--- src/rtl/fifo_bank_dw_fwft.sv ---
// fifo_bank_dw_fwft: FWFT FIFO packing word pairs into one 2W-wide single-port RAM, with count, almost flags, flush and sticky errors
module fifo_bank_dw_fwft #(
  parameter int DATA_WIDTH = 8,
  parameter int FIFO_DEPTH = 8,
  parameter int AF_LEVEL   = FIFO_DEPTH - 2,
  parameter int AE_LEVEL   = 2,
  parameter int CNT_WIDTH  = $clog2(FIFO_DEPTH + 1)
) (
  input  logic                  clk,
  input  logic                  rst,
  input  logic                  flush,
  input  logic                  wen,
  input  logic [DATA_WIDTH-1:0] wdata,
  output logic                  full_o,
  output logic                  almost_full_o,
  input  logic                  ren,
  output logic [DATA_WIDTH-1:0] rdata,
  output logic                  empty_o,
  output logic                  almost_empty_o,
  output logic [CNT_WIDTH-1:0]  count_o,
  output logic                  overflow_o,
  output logic                  underflow_o
);
  localparam int DW = DATA_WIDTH;
  localparam int AW = $clog2(FIFO_DEPTH / 2);
  logic [2*DW-1:0] mem [FIFO_DEPTH/2];
  logic [AW:0] wptr, rptr;
  logic [DW-1:0] rb [2], rb_n [2], uq [4];
  logic [1:0] rcnt, rn;
  logic [DW-1:0] wst, wst_n;
  logic wst_v, wst_v_n;
  logic [2*DW-1:0] wpair, wpair_n, wr_data, rd_pair;
  logic wpair_v, wpair_v_n;
  logic [2:0] un, k, ln;
  logic push, pop, ram_empty, rd, wr;
  logic [CNT_WIDTH-1:0] cnt_n;
  function automatic logic [AW:0] inc(input logic [AW:0] p);
    return p[AW-1:0] == AW'(FIFO_DEPTH / 2 - 1) ? {~p[AW], {AW{1'b0}}} : p + 1'b1;
  endfunction
  assign push = wen & ~full_o;
  assign pop = ren & ~empty_o;
  assign ram_empty = wptr == rptr;
  assign rd_pair = mem[rptr[AW-1:0]];
  assign rdata = rb[0];
  assign cnt_n = count_o + CNT_WIDTH'(push) - CNT_WIDTH'(pop);
  // Word order is read buffer, RAM, pending pair, odd word, incoming word; refills never reorder it.
  always_comb begin
    rb_n = rb;
    rn = rcnt - {1'b0, pop};
    if (pop && rcnt == 2'd2) rb_n[0] = rb[1];
    uq = '{default: '0};
    un = 3'd0;
    if (wpair_v) begin
      uq[0] = wpair[DW-1:0];
      uq[1] = wpair[2*DW-1:DW];
      un = 3'd2;
    end
    if (wst_v) begin
      uq[un[1:0]] = wst;
      un = un + 3'd1;
    end
    if (push) begin
      uq[un[1:0]] = wdata;
      un = un + 3'd1;
    end
    rd = ~ram_empty && rn == 2'd0;
    if (rd) begin
      rb_n[0] = rd_pair[DW-1:0];
      rb_n[1] = rd_pair[2*DW-1:DW];
      rn = 2'd2;
    end
    k = 3'd0;
    for (int i = 0; i < 2; i++)
      if (ram_empty && rn != 2'd2 && k < un) begin
        rb_n[rn[0]] = uq[k[1:0]];
        rn = rn + 2'd1;
        k = k + 3'd1;
      end
    ln = un - k;
    wr = ~rd && ln >= 3'd2;
    wr_data = {uq[2'(k + 3'd1)], uq[k[1:0]]};
    k = wr ? k + 3'd2 : k;
    ln = wr ? ln - 3'd2 : ln;
    wpair_v_n = ln >= 3'd2;
    wpair_n = {uq[2'(k + 3'd1)], uq[k[1:0]]};
    wst_v_n = ln[0];
    wst_n = ln >= 3'd2 ? uq[2'(k + 3'd2)] : uq[k[1:0]];
  end
  always_ff @(posedge clk)
    if (wr && !rst && !flush) mem[wptr[AW-1:0]] <= wr_data;
  always_ff @(posedge clk) begin
    if (rst || flush) begin
      wptr <= '0;
      rptr <= '0;
      rb <= '{default: '0};
      rcnt <= '0;
      wst <= '0;
      wst_v <= 1'b0;
      wpair <= '0;
      wpair_v <= 1'b0;
      count_o <= '0;
      empty_o <= 1'b1;
      full_o <= 1'b0;
      almost_empty_o <= 1'b1;
      almost_full_o <= 1'b0;
    end else begin
      wptr <= wr ? inc(wptr) : wptr;
      rptr <= rd ? inc(rptr) : rptr;
      rb <= rb_n;
      rcnt <= rn;
      wst <= wst_n;
      wst_v <= wst_v_n;
      wpair <= wpair_n;
      wpair_v <= wpair_v_n;
      count_o <= cnt_n;
      empty_o <= cnt_n == '0;
      full_o <= cnt_n == CNT_WIDTH'(FIFO_DEPTH);
      almost_empty_o <= cnt_n <= CNT_WIDTH'(AE_LEVEL);
      almost_full_o <= cnt_n >= CNT_WIDTH'(AF_LEVEL);
    end
  end
  always_ff @(posedge clk) begin
    if (rst) begin
      overflow_o <= 1'b0;
      underflow_o <= 1'b0;
    end else if (!flush) begin
      overflow_o <= overflow_o | (wen & full_o);
      underflow_o <= underflow_o | (ren & empty_o);
    end
  end
endmodule
--- config.mk ---
export PLATFORM = sky130hd
export DESIGN_NAME = fifo_bank_dw_fwft
export DESIGN_NICKNAME = d
export VERILOG_FILES = /design/src/rtl/fifo_bank_dw_fwft.sv
export SDC_FILE = /design/constraint.sdc
export NUM_CORES = 1
export LEC_CHECK = 0
export ABC_AREA = 1
export CORE_ASPECT_RATIO = 1.2
export CORE_MARGIN = 2
export CORE_UTILIZATION = 35
export CTS_CLUSTER_DIAMETER = 40
export CTS_CLUSTER_SIZE = 14
export DETAILED_ROUTE_END_ITERATION = 16
export PLACE_DENSITY_LB_ADDON = 0.25
export SLEW_MARGIN = 30
export SYNTH_ARGS = -nofsm -noshare
export SYNTH_HDL_FRONTEND = slang
export SYNTH_SLANG_ARGS = --single-unit
--- constraint.sdc ---
create_clock -name clk -period 17.5 [get_ports clk]
set_clock_uncertainty 0.1 [all_clocks]
set_input_delay 3.5 -clock clk [delete_from_list [all_inputs] [get_ports clk]]
set_output_delay 3.5 -clock clk [all_outputs]
set_load 0.01 [all_outputs]
==> results.json <==
{
  "regToRegStartpoint": "empty_o",
  "drt_iter0_drc": 322,
  "antenna_cells": 0,
  "io_buffers": 30,
  "die_h_microns": 155,
  "cts_hold_buf": 0,
  "slew_headroom_pct": 36.8,
  "core_sq_um": 18800,
  "nets": 870,
  "cts_buffers": 17,
  "r2r-end": "wpair[8]",
  "synth_area_leaders": "edfxtp_1, dfxtp_1, o21ai_0",
  "place_hpwl_microns": 12100,
  "path_common_cell": "nand2_1",
  "ctsResizeCount": 0,
  "rows": 55,
  "fill_cells": 1932,
  "final_layout_size_suffix_gt1_share_pct": 7.31,
  "ys_ff_latch": 126,
  "io_pins": 31,
  "ys_seq_area_share_pct": 47.3,
  "clockRootBuffer": "clkbuf_16",
  "synthCells": 832,
  "gp_congestion": 0.859,
  "crit_fanout": 38,
  "clock_sinks": 126,
  "h-tree-depth": 4,
  "drc_errors": 0,
  "outcome": "finished, final reports clean",
  "hp-start": "underflow_o",
  "grt_max_degree": 49,
  "synth.top_cell.area_share_pct": 28.7,
  "antenna_left": 0,
  "setup_viol": 0,
  "synth_top_area_cell": "edfxtp_1",
  "period_needed_ns": 10.33,
  "final_cell_mix": "o21ai_0, nand2_1, nor2_1",
  "grt_pass1_wl_microns": 28100,
  "vias": 5511,
  "layout_commonest_cell": "o21ai_0",
  "die_w_microns": 130,
  "ys_types": 37,
  "grt_usage_pct": 18.3,
  "cts_tree": "built",
  "antenna_found_initial": 0,
  "synthesis.nets": 867,
  "startpoint_type": "input port",
  "clock_latency_ns": 0.42,
  "required_ns": 17.76,
  "hold_end": "underflow_o",
  "cts_setup_buffers": 0,
  "final-max-slew-violation-count": 0,
  "rsz0062_at_grt": "no",
  "worst-setup-path-type": "in -> reg",
  "die_area_sq_um": 20200,
  "grt_pass1_vias": 5301,
  "viasPerCell": 4.99,
  "clk_pin_slew_ns": 0.05,
  "arrival_ns": 10.59,
  "hold_violations": 0,
  "reg2reg_depth": 33,
  "finalSetupTns_ns": 0,
  "regToRegSetupSlack_ns": 10.42,
  "hold_class": "reg -> reg",
  "cap_viol_max_count": 0,
  "worstHoldPathCells": 2,
  "totalWireLength_microns": 17400,
  "crit_path_end_kind": "flop",
  "yosysWarnings": 0,
  "timing.final.crit_share_pct": 59.0,
  "area_growth_pct": 15.3,
  "first_pass_iters": 5,
  "grt-ovfl-total": 0,
  "critPathMaxStageDelay_ns": 0.73,
  "worst_pin_slew_ns": 0.947,
  "synth_area_per_cell_sq_um": 8.04,
  "max_freq_mhz": 96.8,
  "clockBufferDepth": 2,
  "start_util_pct": 35.6,
  "slowest_stage": "ha_2",
  "synth_area_sq_um": 6690,
  "wire_per_inst_microns": 15.8
}
-- area by class of cell --
class,instances,area [sq um],area share [%]
Multi-Input combinational cell,584,3000,38.8
Inverter,69,262,3.39
Clock inverter,13,186,2.42
Tap cell,256,320,4.15
Sequential cell,126,3160,41.0
Clock buffer,19,433,5.61
Timing Repair Buffer,37,353,4.57
-- cells by family (layout without fill, tap and decap cells) --
kind of cell,after synthesis,count (layout),synth area share (%)
adders and majority gates,22,22,4.34
AOI/OAI and AO/OA,238,238,18.6
xor gates and xnor gates,6,6,0.786
DFF,126,126,47.3
and+or+nand+nor,317,317,20.8
muxes,1,1,0.150
buffers and inverters,122,138,7.97
-- how the worst max path moves through the flow --
stage,from,slack (ns),cells past startpoint,endpoint
after global routing,ren,6.47,35,wpair[13]
after floorplan,ren,8.72,31,mem[0][0]
after CTS,ren,6.92,35,wpair[8]
after global placement,ren,6.74,34,wst[5]
after detailed placement,ren,6.53,34,wst[5]
final,ren,7.17,35,wpair[8]
-- flip-flops by register name, indices dropped and copies added, names as in the netlist, named ones only --
name	flops
wpair_v	1
count_o	4
rdata	8
full_o	1
underflow_o	1
overflow_o	1
rptr	3
rb	8
rcnt	2
wst	8
almost_empty_o	1
wptr	3
wst_v	1
empty_o	1
wpair	16
almost_full_o	1
mem	64
-- critical path: cells and delay by family --
kind / cells / cell delay [ns]
buffers and inverters: 8 / 1.09
AO/OA/AOI/OAI: 1 / 0.11
adder cells (fa/ha/maj): 7 / 2.42
AND/OR/NAND/NOR: 19 / 3.44
-- per-stage QoR --
| step | cell area, sq um | setup WS [ns] | hold WS [ns] | cells | utilization (%) |
|---|---|---|---|---|---|
| global route | 7710 | 6.47 | 0.405 | 1104 | 41.1 |
| detailed placement | 7090 | 6.53 | 0.367 | 1072 | 37.7 |
| CTS | 7710 | 6.92 | 0.379 | 1104 | 41.0 |
| global placement | 7090 | 6.74 | 0.366 | 1072 | 37.7 |
| floorplan | 6690 | 8.72 | 0.354 | 832 | - |
| finish | 7710 | 7.17 | 0.374 | 1104 | 41.1 |
-- layer usage --
layer	share of wire (%)	routed length (microns)	up-vias	global-route usage (%)
met4	2.1	361	0	6.91
met5	0	0	-	0
li1	-	-	2840	-
met2	49	8540	95	30.0
met1	45	7910	2551	23.5
met3	3.6	620	25	3.89
-- Yosys cell counts --
cell type  instances
o21ai_0          163
nand2_1          152
nor2_1            79
edfxtp_1          64
dfxtp_1           62
inv_1             61
nand3_1           56
a21oi_1           42
clkbuf_1          28
ha_1              20
o22ai_1           16
nand4_1           11
buf_4             10
buf_1              7
nand2_2            7
o211ai_1           6
inv_2              5
a211oi_1           4
buf_2              4
buf_6              4
nand2_4            4
xor2_1             4
nor2_4             3
o21ai_1            3
clkinv_1           2
fa_1               2
nand3_2            2
xnor2_1            2
a21o_1             1
a31oi_1            1
inv_4              1
mux2i_1            1
nand4_4            1
nor2_2             1
nor3_1             1
o31ai_1            1
o32ai_1            1
Power is left out: the tool's default activity adds up to more than one toggle a clock period on the data nets, which glitch-free logic cannot reach.
